===== config.mk =====
export PLATFORM = sky130hd
export DESIGN_NAME = alu_op_sequencer
export DESIGN_NICKNAME = d
export VERILOG_FILES = /design/src/rtl/alu_op_sequencer.sv
export SDC_FILE = /design/constraint.sdc
export NUM_CORES = 1
export LEC_CHECK = 0
export ABC_AREA = 1
export BUFFER_PORTS_ARGS = -buffer_cell sky130_fd_sc_hd__clkbuf_2
export CAP_MARGIN = 0
export CORE_ASPECT_RATIO = 0.8
export CORE_MARGIN = 2
export CORE_UTILIZATION = 42
export DETAILED_ROUTE_END_ITERATION = 10
export PLACE_DENSITY = 0.76
export SYNTH_ARGS = -nofsm -noshare
export SYNTH_HDL_FRONTEND = slang
export SYNTH_SLANG_ARGS = --single-unit

===== constraint.sdc =====
create_clock -name clk -period 1.7 [get_ports clk]
set_clock_uncertainty 0.2 [all_clocks]
set_input_delay 0.085 -clock clk [delete_from_list [all_inputs] [get_ports clk]]
set_output_delay 0.085 -clock clk [all_outputs]
set_load 0.05 [all_outputs]

===== src/rtl/alu_op_sequencer.sv =====
// Sequencer that drives a combinational 32-bit ALU: accepts requests, holds
// operands for a settle window, captures result/flags and returns them.
module alu_op_sequencer #(
    parameter int unsigned SETTLE_CYCLES = 4,
    parameter int unsigned CNT_W         = 16
) (
    input  logic             clk,
    input  logic             rst,
    input  logic             req_valid,
    output logic             req_ready,
    input  logic [2:0]       req_op,
    input  logic [31:0]      req_a,
    input  logic [31:0]      req_b,
    output logic [31:0]      alu_a,
    output logic [31:0]      alu_b,
    output logic [2:0]       alu_op,
    input  logic [31:0]      alu_out,
    input  logic             alu_zero,
    input  logic             alu_overflow,
    input  logic             alu_cout,
    output logic             rsp_valid,
    input  logic             rsp_ready,
    output logic [31:0]      rsp_out,
    output logic             rsp_zero,
    output logic             rsp_overflow,
    output logic             rsp_cout,
    output logic             rsp_err,
    output logic             busy,
    output logic [CNT_W-1:0] ovf_count
);

    localparam int unsigned DATA_W = 32;
    localparam int unsigned OP_W   = 3;
    localparam int unsigned SCNT_W = 4;

    localparam logic [SCNT_W-1:0] SETTLE_INIT = SCNT_W'(SETTLE_CYCLES - 1);

    localparam logic [OP_W-1:0] OP_AND = 3'd0;
    localparam logic [OP_W-1:0] OP_OR  = 3'd1;
    localparam logic [OP_W-1:0] OP_ADD = 3'd2;
    localparam logic [OP_W-1:0] OP_SUB = 3'd6;
    localparam logic [OP_W-1:0] OP_SLT = 3'd7;

    typedef enum logic [1:0] {
        S_IDLE   = 2'd0,
        S_SETTLE = 2'd1,
        S_RESP   = 2'd2
    } state_t;

    state_t              r_state;
    state_t              w_state_nxt;
    logic [SCNT_W-1:0]   r_cnt;
    logic                r_err_pend;
    logic [DATA_W-1:0]   r_alu_a;
    logic [DATA_W-1:0]   r_alu_b;
    logic [OP_W-1:0]     r_alu_op;
    logic [DATA_W-1:0]   r_rsp_out;
    logic                r_rsp_zero;
    logic                r_rsp_overflow;
    logic                r_rsp_cout;
    logic                r_rsp_err;
    logic [CNT_W-1:0]    r_ovf_cnt;

    logic                w_req_ready;
    logic                w_rsp_valid;
    logic                w_busy;
    logic                w_req_fire;
    logic                w_op_legal;
    logic                w_capture;
    logic                w_ovf_event;

    assign w_req_fire  = req_valid && (r_state == S_IDLE);
    assign w_op_legal  = (req_op == OP_AND) || (req_op == OP_OR) || (req_op == OP_ADD) ||
                         (req_op == OP_SUB) || (req_op == OP_SLT);
    assign w_capture   = (r_state == S_SETTLE) && (r_cnt == '0);
    assign w_ovf_event = alu_overflow && ((r_alu_op == OP_ADD) || (r_alu_op == OP_SUB));

    // State register
    always_ff @(posedge clk) begin
        if (rst) begin
            r_state <= S_IDLE;
        end else begin
            r_state <= w_state_nxt;
        end
    end

    // Next-state logic
    always_comb begin
        w_state_nxt = r_state;
        case (r_state)
            S_IDLE:   if (w_req_fire) w_state_nxt = S_SETTLE;
            S_SETTLE: if (r_cnt == '0) w_state_nxt = S_RESP;
            S_RESP:   if (rsp_ready) w_state_nxt = S_IDLE;
            default:  w_state_nxt = S_IDLE;
        endcase
    end

    // State-decoded handshake/status outputs
    always_comb begin
        w_req_ready = 1'b0;
        w_rsp_valid = 1'b0;
        w_busy      = 1'b1;
        case (r_state)
            S_IDLE: begin
                w_req_ready = 1'b1;
                w_busy      = 1'b0;
            end
            S_RESP:  w_rsp_valid = 1'b1;
            default: ;
        endcase
    end

    // Illegal ops spend one SETTLE cycle with the counter at zero so the error
    // response lands one cycle after accept, without touching the ALU inputs.
    always_ff @(posedge clk) begin
        if (rst) begin
            r_cnt          <= '0;
            r_err_pend     <= 1'b0;
            r_alu_a        <= '0;
            r_alu_b        <= '0;
            r_alu_op       <= '0;
            r_rsp_out      <= '0;
            r_rsp_zero     <= 1'b0;
            r_rsp_overflow <= 1'b0;
            r_rsp_cout     <= 1'b0;
            r_rsp_err      <= 1'b0;
            r_ovf_cnt      <= '0;
        end else begin
            if (w_req_fire) begin
                r_err_pend <= !w_op_legal;
                r_cnt      <= w_op_legal ? SETTLE_INIT : '0;
                if (w_op_legal) begin
                    r_alu_a  <= req_a;
                    r_alu_b  <= req_b;
                    r_alu_op <= req_op;
                end
            end else if ((r_state == S_SETTLE) && (r_cnt != '0)) begin
                r_cnt <= r_cnt - SCNT_W'(1);
            end

            if (w_capture) begin
                if (r_err_pend) begin
                    r_rsp_out      <= '0;
                    r_rsp_zero     <= 1'b0;
                    r_rsp_overflow <= 1'b0;
                    r_rsp_cout     <= 1'b0;
                    r_rsp_err      <= 1'b1;
                end else begin
                    r_rsp_out      <= alu_out;
                    r_rsp_zero     <= alu_zero;
                    r_rsp_overflow <= alu_overflow;
                    r_rsp_cout     <= alu_cout;
                    r_rsp_err      <= 1'b0;
                    if (w_ovf_event && (r_ovf_cnt != '1)) begin
                        r_ovf_cnt <= r_ovf_cnt + CNT_W'(1);
                    end
                end
            end
        end
    end

    assign req_ready    = w_req_ready;
    assign rsp_valid    = w_rsp_valid;
    assign busy         = w_busy;
    assign alu_a        = r_alu_a;
    assign alu_b        = r_alu_b;
    assign alu_op       = r_alu_op;
    assign rsp_out      = r_rsp_out;
    assign rsp_zero     = r_rsp_zero;
    assign rsp_overflow = r_rsp_overflow;
    assign rsp_cout     = r_rsp_cout;
    assign rsp_err      = r_rsp_err;
    assign ovf_count    = r_ovf_cnt;

endmodule


==> impl_results.md <==
- Clk sinks: 126
- Final hold violations: 0
- Fmax: 556.6 MHz
- Average wire per cell in the routed design: 14.74 µm
- R2r worst-path depth: 10
- Max_slew headroom: 0.6834
- Leakage power: 3.791 nW
- Status: complete, but fails checks
- Max clock buf depth: 2
- CTS buffer count: 17
- Clk pin slew, worst setup/hold paths: 60 ps
- Drt total wl: 17320 µm
- CTS H-tree depth: 4
- Filler instances: 868
- Layout Area Growth over Synthesis: 64.20%
- DR iter-0 viols: 315
- Antenna violation net count after detailed routing: 0
- Initial Util: 0.4307
- Crit path buffers/inverters: 4
- Area of the die: 12750 µm²
- Cells after synthesis: 664
- Via density: 4.906
- Drt first pass iters: 5
- Setup WS post-layout: -96.71 ps
- Die height: 101.4 µm
- GPL Wtd Cong: 0.8212
- FF-to-FF Start: r_cnt[1]$_SDFFE_PP0P_
- Critical Path Fanout Max: 9
- Nets: 1121
- Root Driver: clkbuf_16
- Synth Cell Area: 4980 µm²
- Seq cells post-synth: 126
- Pin count of the biggest net entering global routing: 46
- CP Capture Type: flop
- Syn Area/Cell: 7.500 µm²
- CP required: 1810 ps
- Hold path endpoint: rsp_out[11]$_SDFFE_PP0P_
- Multi-input logic area: 2191 µm²
- Storage cell area: 2551 µm²
- Netlist cell types: 27
- Layout cell share with drive strength beyond 1: 0.3444
- Hold crit path type: input port to flop
- RSZ-0062 raised after global routing: yes
- Core Rows: 35
- Power density over the cells: 1110 nW/µm²
- Final setup viols: 1
- Port Buffers: 227
- R2r setup slk: -100 ps
- Failing checks: setup timing
- Initial antenna violation count: 0
- Max-cap violation count: 0
- Final worst-path cycle share: 1.057
- Crit path largest cell delay: 330 ps
- Dpl cell area: 6355 µm²
- Post-synthesis sequential area ratio: 0.5065
- CP max stage cell: dfxtp_2
- Vias in the first global route: 5482
- Total power draw: 0.009075 W
- Overflow after GRT: 0
- Crit path kind: flop to flop
- Core area: 11560 µm²
- Vias: 5764
- Ys Warns: 0
- Hold slack: 256.0 ps
- Final Critical Period: 1797 ps
- Worst skew pair latency: 400 ps
- Worst Tran Pin Value: 474.9 ps
- Post-detail-place hpwl: 9123 µm
- Hold Crit Depth: 4
- Crit path DAT: 1910 ps
- Hold_sp: alu_out[11]
- Syn Nets: 773
- Max IR drop VDD: 0.0006969 V
- CP top delay family: buffers and inverters
- Reg2reg end: rsp_out[19]$_SDFFE_PP0P_
- CTS tree: built
- Number of top-level pins: 228
- Count of pins over their slew limit: 0
- Die W: 125.7 µm
- Critical path startpoint category: flop
- GRT Resource Usage Total: 0.2505
- CP cell instances: inv_2, ha_4, nand2_4, nor2_4, buf_4, buf_4, nand2_4, clkbuf_16, nand2_1, a21oi_1
- First-pass GRT wire length: 25860 µm
- Design Area, Final: 8177 µm²
- DRC Markers: 0
[how the worst max path moves through the flow]
stage,end,from,cells after the start,slack (ps)
floorplan,ovf_count[6]$_SDFFE_PP0P_,alu_op[1]$_SDFFE_PP0P_,6,10
global placement,ovf_count[0]$_SDFFE_PP0P_,ovf_count[0]$_SDFFE_PP0P_,9,-60
detailed placement,ovf_count[15]$_SDFFE_PP0P_,ovf_count[0]$_SDFFE_PP0P_,9,-100
CTS,ovf_count[2]$_SDFFE_PP0P_,r_cnt[0]$_SDFFE_PP0P_,9,2
global route,rsp_out[19]$_SDFFE_PP0P_,r_cnt[1]$_SDFFE_PP0P_,10,-120
finish,rsp_out[19]$_SDFFE_PP0P_,r_cnt[1]$_SDFFE_PP0P_,10,-100
[routing by layer]
layer / part of all wire / global-route usage / routed length, µm / vias to the layer above
met1: 0.39 / 0.2834 / 6753 / 2596
met5: 0 / 0 / 0 / -
met4: 0.036 / 0.1276 / 623 / 0
met3: 0.082 / 0.07871 / 1426 / 58
li1: - / - / - / 2820
met2: 0.49 / 0.4328 / 8519 / 290
[timing repair]
item	4_1_cts	5_1_grt
pin swaps	7	14
hold endpoints to repair	118	0
resized for setup	8	24
gates cloned	1	3
setup endpoints to repair	16	58
hold buffers	105	0
setup buffers	6	2
[synthesized netlist by cell type, drive strengths merged]
| cell type | number | area share |
|---|---|---|
| nor2 | 181 | 0.14 |
| dfxtp | 126 | 0.51 |
| nand2 | 125 | 0.099 |
| o21ai | 71 | 0.071 |
| a21oi | 54 | 0.055 |
| inv | 33 | 0.025 |
| nand3 | 25 | 0.030 |
| buf | 23 | 0.038 |
| clkbuf | 15 | 0.011 |
| ha | 3 | 0.0075 |
| nand3b | 2 | 0.0030 |
| xor2 | 2 | 0.0035 |
| a211oi | 1 | 0.0015 |
| a31oi | 1 | 0.0013 |
| nor3 | 1 | 0.0010 |
| xnor2 | 1 | 0.0018 |
[sequential cells by signal, indices dropped and copies added, names as in the netlist]
name and flops:
alu_a 32, alu_b 32, rsp_out 32, ovf_count 16, r_cnt 4, alu_op 3, r_state 2, r_err_pend 1
rsp_cout 1, rsp_err 1, rsp_overflow 1, rsp_zero 1
[worst register-to-register path: cells and delay by family (launching register included)]
kind	cells	cell delay, ps
flip-flops	1	330
AO/OA/AOI/OAI	1	240
adder cells (fa/ha/maj)	1	150
buffers and inverters	4	500
AND/OR/NAND/NOR	4	280
[cells by family after synthesis]
logic type                 Yosys count  synth area share
xor gates and xnor gates             3          0.005277
buffers and inverters               71           0.07412
AOI/OAI and AO/OA                  127            0.1291
and+or+nand+nor                    334            0.2774
DFF                                126            0.5065
adders and majority gates            3          0.007538
[cell usage in the layout, fill, tap and decap left out, types with 7 or more instances in the layout]
cell           count
a21oi_1           50
buf_12             7
clkbuf_16         19
clkbuf_2         226
o21ai_1           13
o21ai_0           58
buf_4             23
inv_1             24
nor2_4             7
inv_2              8
nor2_2             7
nand3_1           20
dfxtp_2           17
dfxtp_1          107
nor2_1           168
nand2_1          119
dlygate4sd3_1    105
[final cells by class]
type	instances	area share
antenna	2	0.0006121
clock buffer	19	0.05539
clock inverter	13	0.01102
inverter	33	0.01546
multi-input combinational	468	0.2679
sequential	126	0.3120
tap	148	0.02265
timing repair buffer	366	0.3149
[metrics by stage]
stage / setup WS [ps] / std cells / setup TNS, ps / utilization
CTS: 1.917 / 1168 / 0 / 0.6943
global placement: -56.86 / 1024 / -209.9 / 0.5497
global route: -116.3 / 1173 / -443.2 / 0.7068
detailed placement: -97.16 / 1024 / -520.7 / 0.5497
floorplan: 11.39 / 664 / 0 / -
finish: -96.71 / 1175 / -96.71 / 0.7073
[power by group]
part / leakage, nW / switching (W) / total (W) / internal (W)
logic: 2.49 / 0.00163 / 0.00243 / 0.000797
registers: 1.04 / 0.000144 / 0.00335 / 0.00320
clock network: 0.258 / 0.00136 / 0.00330 / 0.00194
total: 3.79 / 0.00314 / 0.00908 / 0.00594
Power figures use the tool's default switching activity.
